[src/rtl/phase_sequencer.sv]
// phase_sequencer: traffic-phase FSM with 1 Hz countdown, actuated green
// extension/rest, night flash and manual all-red hold. All outputs registered.
module phase_sequencer (
  input  logic       clk,
  input  logic       rst,
  input  logic       tick_1hz,
  input  logic [1:0] mode_sel,
  input  logic       veh_ns,
  input  logic       veh_ew,
  output logic [3:0] phase_id,
  output logic [7:0] time_left,
  output logic [2:0] ns_lamp,
  output logic [2:0] ew_lamp,
  output logic       phase_start
);

  localparam logic [1:0] MODE_FIXED  = 2'b00;
  localparam logic [1:0] MODE_ACT    = 2'b01;
  localparam logic [1:0] MODE_FLASH  = 2'b10;
  localparam logic [1:0] MODE_ALLRED = 2'b11;

  localparam logic [7:0] T_GREEN   = 8'd20;
  localparam logic [7:0] T_YELLOW  = 8'd3;
  localparam logic [7:0] T_ALLRED  = 8'd2;
  localparam logic [7:0] T_ACT_MIN = 8'd8;
  localparam logic [7:0] T_ACT_EXT = 8'd3;
  localparam logic [7:0] T_ACT_MAX = 8'd40;

  typedef enum logic [3:0] {
    S_NS_GREEN  = 4'd0,
    S_NS_YELLOW = 4'd1,
    S_ALLRED_A  = 4'd2,
    S_EW_GREEN  = 4'd3,
    S_EW_YELLOW = 4'd4,
    S_ALLRED_B  = 4'd5,
    S_FLASH     = 4'd6,
    S_HOLD      = 4'd7
  } phase_t;

  phase_t     phase_q, phase_d;
  logic [7:0] tl_q, tl_d;
  logic [1:0] mode_q, mode_d;
  logic [7:0] g_elapsed_q, g_elapsed_d;
  logic       blink_q, blink_d;
  logic       start_q, start_d;
  logic [2:0] ns_lamp_q, ns_lamp_d;
  logic [2:0] ew_lamp_q, ew_lamp_d;

  logic       is_green_s, act_green_s, own_s, cross_s, ext_ok_s;
  phase_t     next_phase_s;

  // Successor in the normal six-phase ring; special phases fall back to ALLRED_B.
  function automatic phase_t next_phase(input phase_t p);
    case (p)
      S_NS_GREEN:  next_phase = S_NS_YELLOW;
      S_NS_YELLOW: next_phase = S_ALLRED_A;
      S_ALLRED_A:  next_phase = S_EW_GREEN;
      S_EW_GREEN:  next_phase = S_EW_YELLOW;
      S_EW_YELLOW: next_phase = S_ALLRED_B;
      S_ALLRED_B:  next_phase = S_NS_GREEN;
      default:     next_phase = S_ALLRED_B;
    endcase
  endfunction

  // Load value for a phase; green length depends on the mode seen at load.
  function automatic logic [7:0] phase_duration(input phase_t p, input logic act);
    case (p)
      S_NS_GREEN, S_EW_GREEN:   phase_duration = act ? T_ACT_MIN : T_GREEN;
      S_NS_YELLOW, S_EW_YELLOW: phase_duration = T_YELLOW;
      S_ALLRED_A, S_ALLRED_B:   phase_duration = T_ALLRED;
      default:                  phase_duration = 8'd0;
    endcase
  endfunction

  // Lamp pattern {ns_rgy, ew_rgy}, each as {red,yellow,green}.
  function automatic logic [5:0] lamps_for(input phase_t p, input logic blink);
    case (p)
      S_NS_GREEN:  lamps_for = {3'b001, 3'b100};
      S_NS_YELLOW: lamps_for = {3'b010, 3'b100};
      S_EW_GREEN:  lamps_for = {3'b100, 3'b001};
      S_EW_YELLOW: lamps_for = {3'b100, 3'b010};
      S_FLASH:     lamps_for = {1'b0, blink, 1'b0, blink, 1'b0, 1'b0};
      default:     lamps_for = {3'b100, 3'b100};
    endcase
  endfunction

  // Decode served/opposing sensors and the extension cap for the current green.
  always_comb begin
    is_green_s   = (phase_q == S_NS_GREEN) || (phase_q == S_EW_GREEN);
    act_green_s  = is_green_s && (mode_q == MODE_ACT);
    own_s        = (phase_q == S_NS_GREEN) ? veh_ns : veh_ew;
    cross_s      = (phase_q == S_NS_GREEN) ? veh_ew : veh_ns;
    ext_ok_s     = ({1'b0, g_elapsed_q} + {1'b0, T_ACT_EXT}) < {1'b0, T_ACT_MAX};
    next_phase_s = next_phase(phase_q);
  end

  // Next-state: override modes first, then the tick-driven countdown.
  always_comb begin
    phase_d     = phase_q;
    tl_d        = tl_q;
    mode_d      = mode_q;
    g_elapsed_d = g_elapsed_q;
    blink_d     = blink_q;
    start_d     = 1'b0;
    case (mode_sel)
      MODE_FLASH: begin
        if (phase_q != S_FLASH) begin
          phase_d = S_FLASH;
          tl_d    = 8'd0;
          blink_d = 1'b0;
          start_d = 1'b1;
        end else if (tick_1hz) begin
          blink_d = ~blink_q;
        end else begin
          blink_d = blink_q;
        end
      end
      MODE_ALLRED: begin
        if (phase_q != S_HOLD) begin
          phase_d = S_HOLD;
          tl_d    = 8'd0;
          start_d = 1'b1;
        end else begin
          phase_d = S_HOLD;
        end
      end
      default: begin
        if ((phase_q == S_FLASH) || (phase_q == S_HOLD)) begin
          // Leaving an override: clear the junction, a same-cycle tick is dropped.
          phase_d = S_ALLRED_B;
          tl_d    = T_ALLRED;
          mode_d  = mode_sel;
          start_d = 1'b1;
        end else if (tick_1hz) begin
          if (is_green_s) begin
            g_elapsed_d = (g_elapsed_q == 8'd255) ? 8'd255 : g_elapsed_q + 8'd1;
          end else begin
            g_elapsed_d = g_elapsed_q;
          end
          if (act_green_s && own_s && (tl_q <= T_ACT_EXT) && ext_ok_s) begin
            tl_d = T_ACT_EXT;
          end else if (act_green_s && (tl_q == 8'd1) && !cross_s) begin
            tl_d = 8'd1;
          end else if (tl_q > 8'd1) begin
            tl_d = tl_q - 8'd1;
          end else begin
            phase_d = next_phase_s;
            mode_d  = mode_sel;
            tl_d    = phase_duration(next_phase_s, mode_sel == MODE_ACT);
            start_d = 1'b1;
            if ((next_phase_s == S_NS_GREEN) || (next_phase_s == S_EW_GREEN)) begin
              g_elapsed_d = 8'd0;
            end else begin
              g_elapsed_d = g_elapsed_q;
            end
          end
        end else begin
          tl_d = tl_q;
        end
      end
    endcase
    {ns_lamp_d, ew_lamp_d} = lamps_for(phase_d, blink_d);
  end

  // State and output registers with synchronous reset to the all-red clearance.
  always_ff @(posedge clk) begin
    if (rst) begin
      phase_q     <= S_ALLRED_B;
      tl_q        <= T_ALLRED;
      mode_q      <= MODE_FIXED;
      g_elapsed_q <= 8'd0;
      blink_q     <= 1'b0;
      start_q     <= 1'b0;
      ns_lamp_q   <= 3'b100;
      ew_lamp_q   <= 3'b100;
    end else begin
      phase_q     <= phase_d;
      tl_q        <= tl_d;
      mode_q      <= mode_d;
      g_elapsed_q <= g_elapsed_d;
      blink_q     <= blink_d;
      start_q     <= start_d;
      ns_lamp_q   <= ns_lamp_d;
      ew_lamp_q   <= ew_lamp_d;
    end
  end

  assign phase_id    = phase_q;
  assign time_left   = tl_q;
  assign ns_lamp     = ns_lamp_q;
  assign ew_lamp     = ew_lamp_q;
  assign phase_start = start_q;

endmodule

[config.mk]
export PLATFORM = sky130hd
export DESIGN_NAME = phase_sequencer
export DESIGN_NICKNAME = d
export VERILOG_FILES = /design/src/rtl/phase_sequencer.sv
export SDC_FILE = /design/constraint.sdc
export NUM_CORES = 1
export LEC_CHECK = 0
export CAP_MARGIN = 15
export CELL_PAD_IN_SITES_DETAIL_PLACEMENT = 1
export CELL_PAD_IN_SITES_GLOBAL_PLACEMENT = 1
export CORE_MARGIN = 1
export CORE_UTILIZATION = 44
export DETAILED_ROUTE_END_ITERATION = 8
export GPL_TIMING_DRIVEN = 0
export PLACE_DENSITY_LB_ADDON = 0.1
export RECOVER_POWER = 25
export SYNTH_ARGS = -nofsm -noshare
export SYNTH_HDL_FRONTEND = slang
export SYNTH_SLANG_ARGS = --single-unit
[constraint.sdc]
create_clock -name clk -period 3.8 [get_ports clk]
set_clock_uncertainty 0.05 [all_clocks]
set_input_delay 0.95 -clock clk [delete_from_list [all_inputs] [get_ports clk]]
set_output_delay 0.95 -clock clk [all_outputs]
set_load 0.03 [all_outputs]
==> impl_metrics.yaml <==
pwr:
  peakVddDrop_mv: 0.239
  p_per_area_nw_per_um2: 398
  p_leak_nw: 0.874
floorplanning:
  fp.coreArea_sq_um: 4320
  io_pins: 26
  start_util_pct: 45.7
  die-area_sq_um: 4770
  die_x_microns: 69.1
  die_y_microns: 69.1
  num_rows: 24
sta:
  max_slew_margin_pct: 51.2
  final_hold_viol_count: 0
  fin_ws_ns: 0.812
  period_needed_ns: 2.99
  rsz0062_at_grt: "no"
  setup_tns_ns: 0
  slew_violations: 0
  fmax_ghz: 0.335
  tightest_slew_ns: 0.725
  period_share_pct: 78.6
  setup_viol: 0
grt:
  antenna_found_initial: 0
  grt_max_degree: 11
  grt_pass1_vias: 1955
  grt_usage_pct: 24.8
  grt.overflow.total: 0
  grt_pass1_wl_microns: 9580
yosys:
  synth_compound_area_share_pct: 31.5
  synthXorXnorAreaFrac_pct: 1.33
  yosys_warnings: 0
  synth_area_per_cell_sq_um: 8.21
  syn_inst: 241
  ys_ff_latch: 30
  syn_area_sq_um: 1980
  synth_edf_count: 0
  synthAdderAreaFrac_pct: 2.53
  async_reset_ff_share_pct: 0
  synth_ff_type: "dfxtp_1"
  ys_types: 61
  muxShareOfSynthArea_pct: 1.52
  yosysSeqAreaShare_pct: 30.4
  synth-simple-area-share_pct: 26.8
  syn_nets: 252
  synth_top_family_by_area: "compound AO/OA/AOI/OAI gates"
detailed_routing:
  route.met2.wl_microns: 2570
  top_layer: "met4"
  wl_microns: 5570
  avgRoutedWirePerCell_microns: 17.1
  drcViolationCount: 0
  viasPerCell: 6.03
  drt.antenna.violating_nets: 0
  dr.first_iter.drc_count: 155
  dr.pass1.iters: 4
  wl_met3_microns: 164
  drt-met1-wl_microns: 2710
  dr_total_vias: 1960
critical_path:
  crit_arrival_ns: 3.15
  start_kind: "input port"
  crit_chain: "clkdlybuf4s50_1, nor2b_1, mux2i_1, o31ai_4, a21oi_2, nand2_1, or4_1, a31oi_1"
  r2r_start: "g_elapsed_q[0]"
  worst-path-max-fanout: 8
  cpPeakStageDelay_ns: 0.50
  cp-startpoint: "veh_ew"
  critPathKind: "input port to flop"
  cpMaxStageDelayCell: "or4_1"
  cp-end-kind: "flop"
  cp.required_ns: 3.96
final_layout:
  synthToLayoutAreaGrowth_pct: 22.6
  utilization_pct: 56.1
  drive_above_1_share_pct: 11.7
  n_fill_cell: 539
  nets: 283
  num_antenna_cells: 0
cts:
  root_buffer: "clkbuf_8"
  clock_latency_ns: 0.29
  cts-buffers-inserted: 5
  cts_setup_buffers: 0
  cts_sinks: 30
  clockBufferDepth: 2
  cts_resized: 0
  cts.hold.buffers_added: 0
  cts_tree: "built"
  htree_levels: 2
  clkTransAtPathRegs_ns: 0.06
place:
  globalplace.congestion: 0.821
  port-buffer-count: 24
  dp_hpwl_microns: 4110
  dp_worst_setup_slack_ns: 0.557
run:
  max-cap-violations: 0
worst_hold_path:
  min_from: "mode_q[1]"
  hold_class: "flop to flop"
outcome:
  status: "finished, final reports clean"
-- cell families (layout without fill, tap and decap cells) --
kind of cell,count (synthesis),after routing
AOI/OAI and AO/OA,80,80
xor gates and xnor gates,3,3
adders and majority gates,4,4
buffers and inverters,27,59
DFF,30,30
muxes,3,3
and+or+nand+nor,94,94
-- metrics by stage --
step / area, sq um / hold slack [ns] / cells / power [mW]
after detailed placement: 2280 / 0.431 / 317 / 0.564
final: 2430 / 0.437 / 325 / 0.966
after floorplan: 1980 / 0.412 / 241 / 0.498
after global routing: 2430 / 0.444 / 325 / 1.01
after global placement: 2280 / 0.422 / 317 / 0.562
after CTS: 2430 / 0.440 / 325 / 0.975
-- power by group --
| part | leakage, nW | total, mW | switching (mW) | internal [mW] |
|---|---|---|---|---|
| logic | 0.559 | 0.220 | 0.140 | 0.0804 |
| clock network | 0.0714 | 0.407 | 0.128 | 0.280 |
| registers | 0.244 | 0.338 | 0.0125 | 0.326 |
| total | 0.874 | 0.966 | 0.280 | 0.686 |
-- layout make-up --
cell class                      count  area [sq um]  share of cell area (%)
Multi-Input combinational cell    184          1260                    51.9
Sequential cell                    30           601                    24.8
Timing Repair Buffer               24           240                    9.90
Clock buffer                        6          82.6                    3.40
Buffer                             14          70.1                    2.89
Tap cell                           52          65.1                    2.68
Clock inverter                      2          60.1                    2.48
Inverter                           13          48.8                    2.01
-- path summary, 6_finish.rpt --
check / cells after the start / end / slack, ns
setup / recovery: 8 / time_left[6] / 0.81
hold / removal: 1 / mode_q[1] / 0.44
setup reg to reg: 9 / time_left[6] / 1.10
hold reg to reg: 1 / mode_q[1] / 0.44
-- flip-flops by register name, indices dropped and copies added (netlist names) --
signal	flops
blink_q	1
ew_lamp	3
g_elapsed_q	8
mode_q	2
ns_lamp	3
phase_id	4
phase_start	1
time_left	8
-- cells in the final DEF (no fill, tap or decap), types with 4 or more instances in the layout --
| cell | instances |
|---|---|
| ha_1 | 4 |
| nor3_1 | 7 |
| nand2_1 | 24 |
| or4_1 | 4 |
| dlygate4sd3_1 | 12 |
| and3_1 | 4 |
| a31oi_1 | 9 |
| o21ai_0 | 10 |
| nand2b_1 | 6 |
| clkbuf_1 | 9 |
| inv_1 | 13 |
| a21oi_1 | 15 |
| nor2_1 | 17 |
| clkbuf_8 | 6 |
| nand4_1 | 4 |
| clkdlybuf4s50_1 | 12 |
| dfxtp_1 | 30 |
| nand3_1 | 9 |
-- Yosys cell counts, types with 4 or more instances --
| cell type | number | area [sq um] |
|---|---|---|
| a21oi_1 | 15 | 75.1 |
| a31oi_1 | 9 | 56.3 |
| and3_1 | 4 | 25.0 |
| clkbuf_1 | 9 | 33.8 |
| dfxtp_1 | 30 | 601 |
| ha_1 | 4 | 50.1 |
| inv_1 | 13 | 48.8 |
| nand2_1 | 24 | 90.1 |
| nand2b_1 | 6 | 37.5 |
| nand3_1 | 9 | 45.0 |
| nand4_1 | 4 | 25.0 |
| nor2_1 | 17 | 63.8 |
| nor3_1 | 7 | 35.0 |
| o21ai_0 | 10 | 50.1 |
| or4_1 | 4 | 30.0 |
-- critical path, delay by kind of cell --
family / cells / cell delay [ns]
simple gates: 3 / 0.69
buf+inv: 1 / 0.49
compound gates: 3 / 0.68
mux: 1 / 0.33
-- per-layer routing --
layer | up-vias | global-route usage [%]
met3 | 15 | 3.95
met5 | - | 0
met1 | 942 | 32.5
met2 | 37 | 40.1
met4 | 0 | 10.7
li1 | 966 | -
Power figures use the tool's default switching activity.
